==> src/rtl/ladybird_aclint.sv <==
// Single-hart ACLINT (MSWI + MTIMER + SSWI) register block on the uncached D_BUS path.
// One outstanding request; read data is captured at acceptance and held until consumed.
module ladybird_aclint #(
  parameter logic [31:0] BASEADDR = 32'h0200_0000,
  parameter int          TICK_DIV = 1
) (
  input  logic        clk,
  input  logic        rstn,
  input  logic        req_valid,
  output logic        req_ready,
  input  logic [31:0] req_addr,
  input  logic [31:0] req_wdata,
  input  logic [3:0]  req_wstrb,
  output logic        resp_valid,
  input  logic        resp_ready,
  output logic [31:0] resp_data,
  output logic        msip_o,
  output logic        mtip_o,
  output logic        ssip_o
);

  // state  | meaning
  // S_IDLE | ready to accept a request
  // S_RESP | response valid, waiting for resp_ready
  typedef enum logic {S_IDLE, S_RESP} state_t;

  localparam int PW = (TICK_DIV > 1) ? $clog2(TICK_DIV) : 1;

  state_t        r_state;
  state_t        w_state_nxt;
  logic [PW-1:0] r_presc;
  logic [63:0]   r_mtime;
  logic [63:0]   r_mtimecmp;
  logic          r_msip;
  logic          r_ssip;
  logic          r_mtip;
  logic [31:0]   r_resp_data;

  logic          w_accept;
  logic          w_wr;
  logic          w_hit;
  logic [13:0]   w_off;
  logic          w_sel_msip;
  logic          w_sel_cmp_lo;
  logic          w_sel_cmp_hi;
  logic          w_sel_setssip;
  logic          w_sel_mt_lo;
  logic          w_sel_mt_hi;
  logic          w_tick;
  logic [63:0]   w_mtime_inc;
  logic [63:0]   w_mtime_nxt;
  logic [63:0]   w_mtimecmp_nxt;
  logic [31:0]   w_rdata;
  logic          w_unused;

  function automatic logic [31:0] merge(input logic [31:0] old_v, input logic [31:0] new_v,
                                        input logic [3:0] strb);
    logic [31:0] res;
    res = old_v;
    for (int i = 0; i < 4; i++) begin
      if (strb[i]) res[8*i +: 8] = new_v[8*i +: 8];
    end
    return res;
  endfunction

  assign w_unused = &{1'b0, req_addr[1:0]};

  always_ff @(posedge clk or negedge rstn) begin
    if (!rstn) r_state <= S_IDLE;
    else       r_state <= w_state_nxt;
  end

  always_comb begin
    w_state_nxt = r_state;
    case (r_state)
      S_IDLE:  if (req_valid)  w_state_nxt = S_RESP;
      S_RESP:  if (resp_ready) w_state_nxt = S_IDLE;
      default: w_state_nxt = S_IDLE;
    endcase
  end

  assign req_ready  = (r_state == S_IDLE);
  assign resp_valid = (r_state == S_RESP);
  assign resp_data  = r_resp_data;
  assign msip_o     = r_msip;
  assign mtip_o     = r_mtip;
  assign ssip_o     = r_ssip;

  assign w_accept      = req_valid & req_ready;
  assign w_wr          = w_accept & (|req_wstrb);
  assign w_hit         = (req_addr[31:16] == BASEADDR[31:16]);
  assign w_off         = req_addr[15:2];
  assign w_sel_msip    = w_hit & (w_off == 14'h0000);
  assign w_sel_cmp_lo  = w_hit & (w_off == 14'h1000);
  assign w_sel_cmp_hi  = w_hit & (w_off == 14'h1001);
  assign w_sel_setssip = w_hit & (w_off == 14'h2000);
  assign w_sel_mt_lo   = w_hit & (w_off == 14'h2FFE);
  assign w_sel_mt_hi   = w_hit & (w_off == 14'h2FFF);

  assign w_tick      = (r_presc == PW'(TICK_DIV - 1));
  assign w_mtime_inc = r_mtime + {63'd0, w_tick};

  // Written bytes override the incremented value; the other half still sees the carry.
  always_comb begin
    w_mtime_nxt    = w_mtime_inc;
    w_mtimecmp_nxt = r_mtimecmp;
    if (w_wr && w_sel_mt_lo)
      w_mtime_nxt[31:0] = merge(w_mtime_inc[31:0], req_wdata, req_wstrb);
    if (w_wr && w_sel_mt_hi)
      w_mtime_nxt[63:32] = merge(w_mtime_inc[63:32], req_wdata, req_wstrb);
    if (w_wr && w_sel_cmp_lo)
      w_mtimecmp_nxt[31:0] = merge(r_mtimecmp[31:0], req_wdata, req_wstrb);
    if (w_wr && w_sel_cmp_hi)
      w_mtimecmp_nxt[63:32] = merge(r_mtimecmp[63:32], req_wdata, req_wstrb);
  end

  always_comb begin
    w_rdata = 32'd0;
    if (w_sel_msip)   w_rdata = {31'd0, r_msip};
    if (w_sel_cmp_lo) w_rdata = r_mtimecmp[31:0];
    if (w_sel_cmp_hi) w_rdata = r_mtimecmp[63:32];
    if (w_sel_mt_lo)  w_rdata = r_mtime[31:0];
    if (w_sel_mt_hi)  w_rdata = r_mtime[63:32];
  end

  always_ff @(posedge clk or negedge rstn) begin
    if (!rstn) begin
      r_presc     <= '0;
      r_mtime     <= 64'd0;
      r_mtimecmp  <= 64'hFFFF_FFFF_FFFF_FFFF;
      r_msip      <= 1'b0;
      r_ssip      <= 1'b0;
      r_mtip      <= 1'b0;
      r_resp_data <= 32'd0;
    end else begin
      r_presc    <= w_tick ? '0 : r_presc + 1'b1;
      r_mtime    <= w_mtime_nxt;
      r_mtimecmp <= w_mtimecmp_nxt;
      // Compare on next-state values so a compare write shows up one cycle after acceptance.
      r_mtip     <= (w_mtime_nxt >= w_mtimecmp_nxt);
      r_ssip     <= w_wr & w_sel_setssip & req_wstrb[0] & req_wdata[0];
      if (w_wr && w_sel_msip && req_wstrb[0]) r_msip <= req_wdata[0];
      if (w_accept) r_resp_data <= w_wr ? 32'd0 : w_rdata;
    end
  end

endmodule

==> config.mk <==
export PLATFORM = sky130hd
export DESIGN_NAME = ladybird_aclint
export DESIGN_NICKNAME = d
export VERILOG_FILES = /design/src/rtl/ladybird_aclint.sv
export SDC_FILE = /design/constraint.sdc
export NUM_CORES = 1
export LEC_CHECK = 0
export BUFFER_PORTS_ARGS = -buffer_cell sky130_fd_sc_hd__buf_2
export CAP_MARGIN = 0
export CORE_MARGIN = 4
export CORE_UTILIZATION = 64
export CTS_CLUSTER_SIZE = 24
export DETAILED_ROUTE_END_ITERATION = 10
export HOLD_SLACK_MARGIN = 0.05
export PLACE_DENSITY_LB_ADDON = 0.08
export SLEW_MARGIN = 20
export SYNTH_ARGS = -nofsm -noshare
export SYNTH_HDL_FRONTEND = slang
export SYNTH_SLANG_ARGS = --single-unit
==> constraint.sdc <==
create_clock -name clk -period 9.15 [get_ports clk]
set_input_delay 0.4575 -clock clk [delete_from_list [all_inputs] [get_ports clk]]
set_output_delay 0.4575 -clock clk [all_outputs]
set_load 0.02 [all_outputs]
## After elaboration in Yosys (flattened, before gate mapping)

Cells that the tools add are included.

| operators by class | value |
|---|---|
| $add $sub $neg | 2 |
| $lt $le $gt $ge | 1 |
| eq/ne operators | 6 |
| mux-type cells | 30 |
| bitwise gates (word level) | 13 |
| reduce and logical (&&, ||, !) cells | 8 |

Operators with widths:

| cell | count |
|---|---|
| $mux W32 | 9 |
| $mux W8 | 16 |
| $add A64 B1 Y64 | 1 |
| $ge A64 B64 Y1 | 1 |
| $eq A14 B14 Y1 const B | 3 |
| $eq A14 B13 Y1 const B | 2 |
| $eq A16 B10 Y1 const B | 1 |
| $logic_not A14 Y1 | 1 |
| $and A1 B1 Y1 | 11 |
| $logic_and A1 B1 Y1 | 6 |
| $mux W1 | 4 |
| $reduce_or A4 Y1 | 1 |
| $not A1 Y1 | 2 |
| $pmux W1 S2 | 1 |
| $add A1 B1 Y1 const B | 1 |

| word-level totals | value |
|---|---|
| register bits | 165 |
| input bits | 72 |
| output and inout port bits | 37 |
| logic and storage cells | 68 |

## Depth between registers and ports, before layout

Gate-level depths: netlist of the first run.

| logic depth | value |
|---|---|
| word-level depth | 8 |
| gate-level depth with buffers | 19 |
| depth with buffers taken out | 16 |

## Least setup slack after synthesis of the first run

No wires, ideal clock.

| timing path | value |
|---|---|
| path kind | in2reg |
| from | in req_addr[17] |
| to | reg r_mtip (netlist: mtip_o) |
| setup time | 0.139 ns |
| arrival | 3.483 ns |
| required time | 9.011 ns |
| path slack | 5.528 ns |
| stages on the path | 12 |
| path buffers | 0 |
| cells stage by stage | nor4_2 > nand4_4 > nor3_4 > nand3_4 > mux2_4 > inv_2 > ha_1 > a2111oi_0 > a21oi_1 > a21oi_1 > a21oi_1 > or4_1 |

| on the way | value |
|---|---|
| cells in the longest elaborated chain, start to end | 5 |
| elaborated cells on any way between the ends | 14 |
| classes of those cells | order compare (1); eq/ne (1); mux (4); bitwise (4); reduce/logical (4) |

Ends and longest elaborated chain:

| element | line | RTL |
|---|---|---|
| from (decl) | 11 | `input logic [31:0] req_addr,` |
| $eq A16 B10 Y1 | 91 | `assign w_hit = (req_addr[31:16] == BASEADDR[31:16]);` |
| $and A1 B1 Y1 | 95 | `assign w_sel_cmp_hi = w_hit & (w_off == 14'h1001);` |
| $logic_and A1 B1 Y1 | 113 | `if (w_wr && w_sel_cmp_hi)` |
| $mux W32 | 113 |  |
| net w_mtimecmp_nxt[53] | 52 | `logic [63:0] w_mtimecmp_nxt;` |
| $ge A64 B64 Y1 | 140 | `r_mtip <= (w_mtime_nxt >= w_mtimecmp_nxt);` |
| to (signal assigned) | 140 |  |
| to (decl) | 36 | `logic r_mtip;` |

The timed path passes the listed nets, and every way through them passes these cells.
A chain may end at the register's enable or synchronous reset.

## Worst setup path in the final report of the first run

| timing path | value |
|---|---|
| from | in req_addr[24] |
| to | reg r_mtip (netlist: mtip_o) |

Same word-level chain as after synthesis.

==> flow_summary.toml, run 1 <==
[setup_path]
start_kind = "input pin"
arrival_ns = 5.62
critPathMaxStageDelay_ns = 1.03
crit_path_cell_trace = "buf_2 -> nor4b_2 -> nand4_4 -> nor3_4 -> buf_4 -> nand3_4 -> mux2_4 -> inv_2 -> ha_1 -> a2111oi_0 -> a21oi_1 -> o21ai_0 -> a21oi_1 -> or4_1"
critPathKind = "in -> reg"
critPathCaptureType = "flop"
crit_path_max_fanout = 35
reg2regPathDepth = 16
crit_required_ns = 9.44
crit_path_top_delay_cell = "nor3_4"
crit_path_frequent_cell = "a21oi_1"

[logic_synthesis]
async_flop_share_pct = 100
ys_ff_latch = 164
yosysWarnings = 0
syn_nets = 1196
ys_seq_area_share_pct = 41.8
yosysMostFrequentCell = "dfrtp_1"
synth_area_sq_um = 10000
synthCells = 1059
synth_top_cells_by_count = "dfrtp_1 (100), nand2_1 (99), a21oi_1 (97)"
synth_top_area_share_pct = 25.0
synth_area_leaders = "dfrtp_1 (25%), dfstp_2 (17%), ha_1 (8.1%), a21oi_1 (4.9%), mux2i_1 (4.8%)"
synth-edff-count = 0
synthFlopType = "dfrtp_1"
synth.largest_area_cell = "dfrtp_1"
synth.distinct_cells = 54
syn_avg_cell_area_sq_um = 9.45

[power_and_ir_drop]
comb_power_share_pct = 4.5
swShare_pct = 22.5
power.total_uw = 1520
p_switching_uw = 343
clkPwrFrac_pct = 47.7
p_int_uw = 1180
leakage_uw = 0.00553
p_seq_share_pct = 47.8
power_density_nw_per_um2 = 135
vdd_drop_max_mv = 0.144

[final_layout]
layout.nets = 1288
antenna_cells = 0
multi_input_area_sq_um = 5400
syn2layout_area_growth_pct = 12.9
fillers = 1165
drive_gt1_share_pct = 22.2
ff_latch_area_sq_um = 4180

[timing]
finalHoldViolCount = 0
worst_pin_slew_ns = 0.982
post-route-period-util_pct = 58.2
fin_skew_ns = 0.0108
finalSetupViolations = 0
setup_tns_ns = 0
period_minus_slack_ns = 5.32
rsz0062_at_grt = "no"
maxSlewViolCount = 0
holdWs_ns = 0.0723
clock.fmax_mhz = 188
slew_headroom_pct = 34.4

[global_routing]
grt_pass1_vias = 8540
top_usage_layer = "met2"
grtUsageMet2_pct = 52.6
gr-total-overflow = 0
grt_pass1_wl_mm = 44.5
antenna_found_initial = 1
grt_max_degree = 94
grt_util_met3_pct = 6.54
grt_usage_pct = 31.9
grtUsageMet1_pct = 42.5

[floorplan]
initial_core_util_pct = 65.6
die-area_sq_um = 17700
fp-row-count = 45
ios = 109
core_area_sq_um = 15300
die_x_um = 133
die_y_um = 133

[routing]
routed_wl_mm = 27.7
drcViolationCount = 0
drt_iter0_markers = 645
first_pass_iters = 5
viasPerCell = 6.20
ant_nets = 0
routedWlPerCell_um = 20.2
vias = 8528

[cts]
post-cts-setup-buffers = 0
cts.sinks = 164
path_clk_slew_ns = 0.06
clock_latency_ns = 0.44
cts_hold_buf = 0
clock-root-buffer = "clkbuf_16"
cts_tree = "built"
htree_levels = 4
cts-resized-gates = 0
cts_buffer_depth = 2
cts_made_buffers = 17

[run]
drv_cap = 0

[outcome]
status = "completed"

[placed_design]
numPortBuffers = 106
dp_hpwl_mm = 19.1
place.gp.congestion = 0.904

[hold_path]
hp-class = "in -> async"
-- path summary, 6_finish.rpt --
check                      slack [ns]           from       endpoint
setup / recovery                 3.83   req_addr[24]         mtip_o
hold / removal                   0.07           rstn  resp_data[10]
setup reg to reg                 4.38     r_mtime[0]         mtip_o
hold reg to reg                  0.47  resp_data[11]  resp_data[11]
max in group asynchronous        7.66           rstn     r_mtime[2]
min in group clk                 0.19     resp_ready     resp_valid
-- area by class of cell --
class                   instances  share of cell area (%)
inverters                      70                    2.33
well taps                     211                    2.34
repair buffers                114                    5.28
multi-input cells             784                    47.8
clock inverters                 9                    1.14
clock buffers                  23                    4.05
flip-flops and latches        164                    37.0
-- cells by family (layout without fill, tap and decap cells) --
kind of cell	count (synthesis)	count (layout)	synth area share [%]
fa+ha+maj	65	65	8.13
compound gates	274	274	16.2
xor+xnor	62	62	5.43
flops	164	164	41.8
simple gates	318	318	17.2
mux	65	65	6.98
buf+inv	111	216	4.27
-- power by group through the flow --
stage / Combinational, uW / Clock, uW / Sequential (uW)
6_report: 68.7 / 726 / 728
5_1_grt: 74.6 / 760 / 728
4_1_cts: 68.9 / 732 / 728
3_5_place_dp: 68.5 / 0 / 740
3_3_place_gp: 68.2 / 0 / 740
2_1_floorplan: 16.6 / 0 / 741
-- stage by stage --
| stage | cell area (sq um) | cells | worst slack, ns | util (%) |
|---|---|---|---|---|
| detailed placement | 10700 | 1343 | 3.45 | 70.2 |
| floorplan | 10000 | 1059 | 5.53 | - |
| finish | 11300 | 1375 | 3.83 | 74.0 |
| global placement | 10700 | 1343 | 3.45 | 70.2 |
| global route | 11300 | 1375 | 3.58 | 74.0 |
| CTS | 11300 | 1375 | 3.87 | 74.0 |
-- worst max-delay path: cells and delay by family --
| kind | cells | cell delay [ns] |
|---|---|---|
| adders and majority gates | 1 | 0.24 |
| AOI/OAI and AO/OA | 4 | 0.97 |
| muxes | 1 | 0.37 |
| buffers and inverters | 3 | 0.63 |
| and+or+nand+nor | 5 | 2.91 |
-- layout by cell type, fill, tap and decap left out, types with 3 or more instances in the layout --
master	Yosys	routed
nand4_4	3	3
nand3_2	4	4
clkbuf_1	30	5
nor4_4	3	3
nand2_1	99	99
bufinv_16	0	3
mux2_4	7	7
ha_1	65	65
mux2_2	9	9
nor2_1	78	76
buf_4	0	8
a211oi_1	5	5
o21a_1	32	32
xor2_1	36	36
nor4_1	6	6
a2bb2oi_1	29	29
dfrtp_1	100	100
a21oi_1	97	97
nand3_4	4	4
dfstp_2	64	64
mux2i_1	48	48
nand3_1	39	39
clkinv_2	0	3
inv_2	11	11
nand4_1	22	22
o21ai_1	8	8
nor3_1	12	12
and3_1	23	23
xnor2_1	26	26
o21ai_0	87	87
nor4_2	4	4
inv_1	59	59
and2_1	5	5
clkbuf_16	0	17
buf_2	8	105
a21o_1	5	5
-- state kept, by name (all words and copies together) (netlist names) --
register	flops
resp_data	32
ssip_o	1
msip_o	1
r_mtime	64
resp_valid	1
mtip_o	1
r_mtimecmp	64
-- layer usage --
| metal | up-vias | share of wire [%] |
|---|---|---|
| li1 | 3944 | - |
| met1 | 4178 | 43 |
| met2 | 353 | 48 |
| met3 | 51 | 6.9 |
| met4 | 2 | 2.1 |
| met5 | - | 0.068 |
No activity file was read; power rests on OpenSTA's default activity.
==> inputs of run 2 (changes only) <==
CORE_UTILIZATION = 60   (was 64)
clock period = 4.9 ns   (was 9.15 ns; I/O delays follow)
==> flow_summary.toml, run 2 (same netlist as run 1, synthesis figures left out) <==
[setup_path]
crit_path_start = "r_mtime[0]"
critPathCaptureType = "flop"
reg2reg_setup_slack_ns = 0.54
crit_required_ns = 5.20
r2r-start = "r_mtime[0]"
arrival_ns = 4.67
crit_path_max_fanout = 6
reg2regPathDepth = 16
critPathKind = "reg -> reg"
start_kind = "flop"

[cts]
clock_latency_ns = 0.44
cts_made_buffers = 17
htree_levels = 4
post-cts-setup-buffers = 0
cts_buffer_depth = 2
cts_tree = "built"
path_clk_slew_ns = 0.06
cts.sinks = 164
clock-root-buffer = "clkbuf_16"

[floorplan]
core_area_sq_um = 16100
fp-row-count = 46
die_x_um = 137
initial_core_util_pct = 62.1
die-area_sq_um = 18800
ios = 109
die_y_um = 137

[routing]
route.met3.wl_mm = 2.08
drcViolationCount = 0
routed_wl_mm = 28.9
ant_nets = 0
drt_iter0_markers = 661
viasPerCell = 6.17
vias = 8595
maxUsedRoutingLayer = "met5"
wl_met2_mm = 13.3
met1_length_mm = 12.4
first_pass_iters = 5
routedWlPerCell_um = 20.7

[placed_design]
dp_hpwl_mm = 19.9
dp.cells = 1360
placed_cell_area_sq_um = 10800
place.gp.congestion = 0.885
numPortBuffers = 106

[final_layout]
layout.nets = 1302
layoutNonFillerInstCount = 1393
final_cell_mix = "buf_2 (105), dfrtp_1 (100), nand2_1 (99)"
drive_gt1_share_pct = 22.9
antenna_cells = 0
syn2layout_area_growth_pct = 13.9
fin_util_pct = 70.7
fin_area_sq_um = 11400
mostFrequentLayoutCell = "buf_2"

[global_routing]
grt_usage_pct = 31.8
grt_pass1_vias = 8568
grt_pass1_wl_mm = 45.9
grt_max_degree = 74
gr-total-overflow = 0
antenna_found_initial = 2

[timing]
fin_skew_ns = 0.0108
finalSetupViolations = 0
clock.fmax_mhz = 229
maxSlewViolCount = 0
post-route-period-util_pct = 89.0
worst_pin_slew_ns = 0.955
finalHoldViolCount = 0
slew_headroom_pct = 36.2
setup_tns_ns = 0
rsz0062_at_grt = "no"
period_minus_slack_ns = 4.36

[power_and_ir_drop]
power_density_nw_per_um2 = 246
leakage_uw = 0.00560
vdd_drop_max_mv = 0.255

[hold_path]
hp-start = "req_wdata[23]"
whs_path_depth = 3
hp-class = "in -> reg"

[run]
drv_cap = 0

[outcome]
status = "completed"
[run 2: cell count changes in the layout (fill, tap and decap cells not counted), sizes merged]
cell,change
buf,+12
bufinv,-2
clkbuf,+2
clkinvlp,-2
dlygate4sd3,+2
inv,+1
[run 2: power by group]
group | internal, uW | switching [uW]
logic | 34.6 | 98.6
registers | 1360 | 0.883
clock network | 755 | 560
total | 2150 | 660
[run 2: worst max-delay path, stage by stage, from the launching register on]
cell	delay (ns)
dfrtp_1	0.44
ha_1	0.20
and3_1	0.30
and3_1	0.27
and3_1	0.38
and2_1	0.36
nand3_1	0.15
xor2_1	0.16
a21oi_1	0.19
ha_1	0.28
o21ai_0	0.20
o22ai_1	0.11
nor4_1	0.22
a21oi_1	0.11
a211oi_1	0.23
a21oi_1	0.13
or4_1	0.49
[run 2: metrics by stage]
step                      hold WS, ns  worst slack [ns]  total power, uW
final                          0.0748             0.537             2810
after global routing           0.0878             0.346             2890
after CTS                      0.0674             0.639             2820
after detailed placement        0.315             0.650             1510
after global placement          0.311             0.739             1510
after floorplan               -0.0506              1.29             1410
[run 2: final timing paths]
path                             endpoint
setup / recovery                   mtip_o
hold / removal             r_mtimecmp[23]
setup reg to reg                   mtip_o
hold reg to reg             resp_data[15]
max in group asynchronous     r_mtime[54]
min in group asynchronous   resp_data[10]
[run 2: area by class of cell]
class	instances	area, sq um
multi-input combinational	784	5400
fill	1288	4720
sequential	164	4180
timing repair buffer	128	707
clock buffer	25	495
tap	216	270
inverter	70	263
clock inverter	6	70.1
[run 2: layer usage]
layer  up-vias  global-route usage, %
met5         -                      0
met3        87                   6.62
li1       3984                      -
met4         4                   12.9
met1      4148                   43.2
met2       372                   49.9
[run 2: what timing repair did]
item / CTS / global route
endpoints found under the hold margin: 44 / 0
hold buffers: 2 / 0
resized for setup: 0 / 0
==> inputs of run 3 (changes only) <==
PLACE_DENSITY = 0.8   (was not set)
PLACE_DENSITY_LB_ADDON = not set   (was 0.08)
==> flow_summary.toml, run 3 (same netlist as run 1, synthesis figures left out) <==
[setup_path]
crit_path_max_fanout = 9
start_kind = "flop"
critPathCaptureType = "flop"
reg2regPathDepth = 13
arrival_ns = 4.64
critPathKind = "reg -> reg"
regToRegEndpoint = "mtip_o"
crit_required_ns = 5.20
reg2reg_setup_slack_ns = 0.56
r2r-start = "r_mtime[0]"

[routing]
drcViolationCount = 0
ant_nets = 0
viasPerCell = 6.08
first_pass_iters = 5
routed_wl_mm = 27.6
drt_iter0_markers = 684
vias = 8476
routedWlPerCell_um = 19.8

[cts]
cts.sinks = 164
htree_levels = 4
cts_made_buffers = 17
cts-resized-gates = 0
cts_buffer_depth = 2
clock_latency_ns = 0.43
cts_tree = "built"
path_clk_slew_ns = 0.07
clock-root-buffer = "clkbuf_16"

[global_routing]
grt_usage_pct = 30.3
grt_pass1_vias = 8453
grt_pass1_wl_mm = 44.2
antenna_found_initial = 1
gr-total-overflow = 0
grt_max_degree = 73

[floorplan]
die_x_um = 137
core_area_sq_um = 16100
fp-row-count = 46
die-area_sq_um = 18800
die_y_um = 137
ios = 109
initial_core_util_pct = 62.1

[final_layout]
syn2layout_area_growth_pct = 14.9
antenna_cells = 0
final_cell_mix = "buf_2 (105), dfrtp_1 (100), nand2_1 (99)"
mostFrequentLayoutCell = "buf_2"
layoutNonFillerInstCount = 1395
drive_gt1_share_pct = 23.4
layout.nets = 1303

[outcome]
status = "completed"

[hold_path]
whs_path_depth = 3
hp-start = "req_addr[15]"
hp-class = "in -> reg"
min_to = "ssip_o"

[timing]
setup_tns_ns = 0
worst_slack_ns = 0.565
worst_pin_slew_ns = 0.770
finalHoldViolCount = 0
rsz0062_at_grt = "no"
slew_headroom_pct = 48.4
finalSetupViolations = 0
post-route-period-util_pct = 88.5
fin_skew_ns = 0.00571
period_minus_slack_ns = 4.34
maxSlewViolCount = 0
clock.fmax_mhz = 231

[power_and_ir_drop]
leakage_uw = 0.00564
vdd_drop_max_mv = 0.245
power.total_uw = 3000
power_density_nw_per_um2 = 261

[placed_design]
dp_slack_ns = 0.722
place.gp.congestion = 0.886
dp.cells = 1361
dp_hpwl_mm = 19.7
numPortBuffers = 106

[run]
drv_cap = 0
[run 3: through the flow]
step	cell area, sq um	hold slack, ns	util (%)
3_5_place_dp	10800	0.300	67.1
5_1_grt	11500	0.0824	71.3
2_1_floorplan	10000	-0.0506	-
6_report	11500	0.0739	71.3
3_3_place_gp	10800	0.297	67.1
4_1_cts	11500	0.0728	71.3
[run 3: layer usage]
metal / routed length (um) / track usage, %
met3: 1670 / 5.81
met2: 13400 / 50.1
met5: 12 / 0
met1: 12000 / 40.8
met4: 487 / 8.37
[run 3: critical path, stage by stage (launching register included)]
cell       delay (ns)
dfrtp_1          0.41
and4_1           0.36
and3_1           0.35
and3_1           0.37
nand4_4          0.31
nor2_1           0.22
xnor2_1          0.08
o21ai_0          0.24
ha_1             0.30
a2111oi_0        0.45
a21oi_1          0.18
o21ai_0          0.33
a21oi_1          0.11
or4_1            0.48
[run 3: worst max-delay path by stage]
stage          depth (start not counted)      to          from
4_1_cts                               13  mtip_o    r_mtime[0]
2_1_floorplan                         19  mtip_o    r_mtime[0]
3_5_place_dp                          14  mtip_o  req_addr[14]
6_report                              13  mtip_o    r_mtime[0]
5_1_grt                               13  mtip_o    r_mtime[0]
3_3_place_gp                          14  mtip_o  req_addr[14]
[run 3: layout make-up]
| cell class | count | area (sq um) |
|---|---|---|
| repair buffers | 129 | 714 |
| flip-flops and latches | 164 | 4180 |
| fillers | 1249 | 4620 |
| clock inverters | 12 | 200 |
| inverters | 70 | 263 |
| well taps | 216 | 270 |
| clock buffers | 20 | 467 |
| multi-input cells | 784 | 5400 |
[run 3: report_power, final]
group / switching [uW] / internal, uW
Combinational: 96.8 / 34.6
Clock: 566 / 946
Sequential: 0.818 / 1360
[run 3: repair_timing]
item	in CTS	in global routing
buffers inserted	0	0
endpoints found under the setup margin	0	0
hold buffers	2	0
endpoints found under the hold margin	40	0
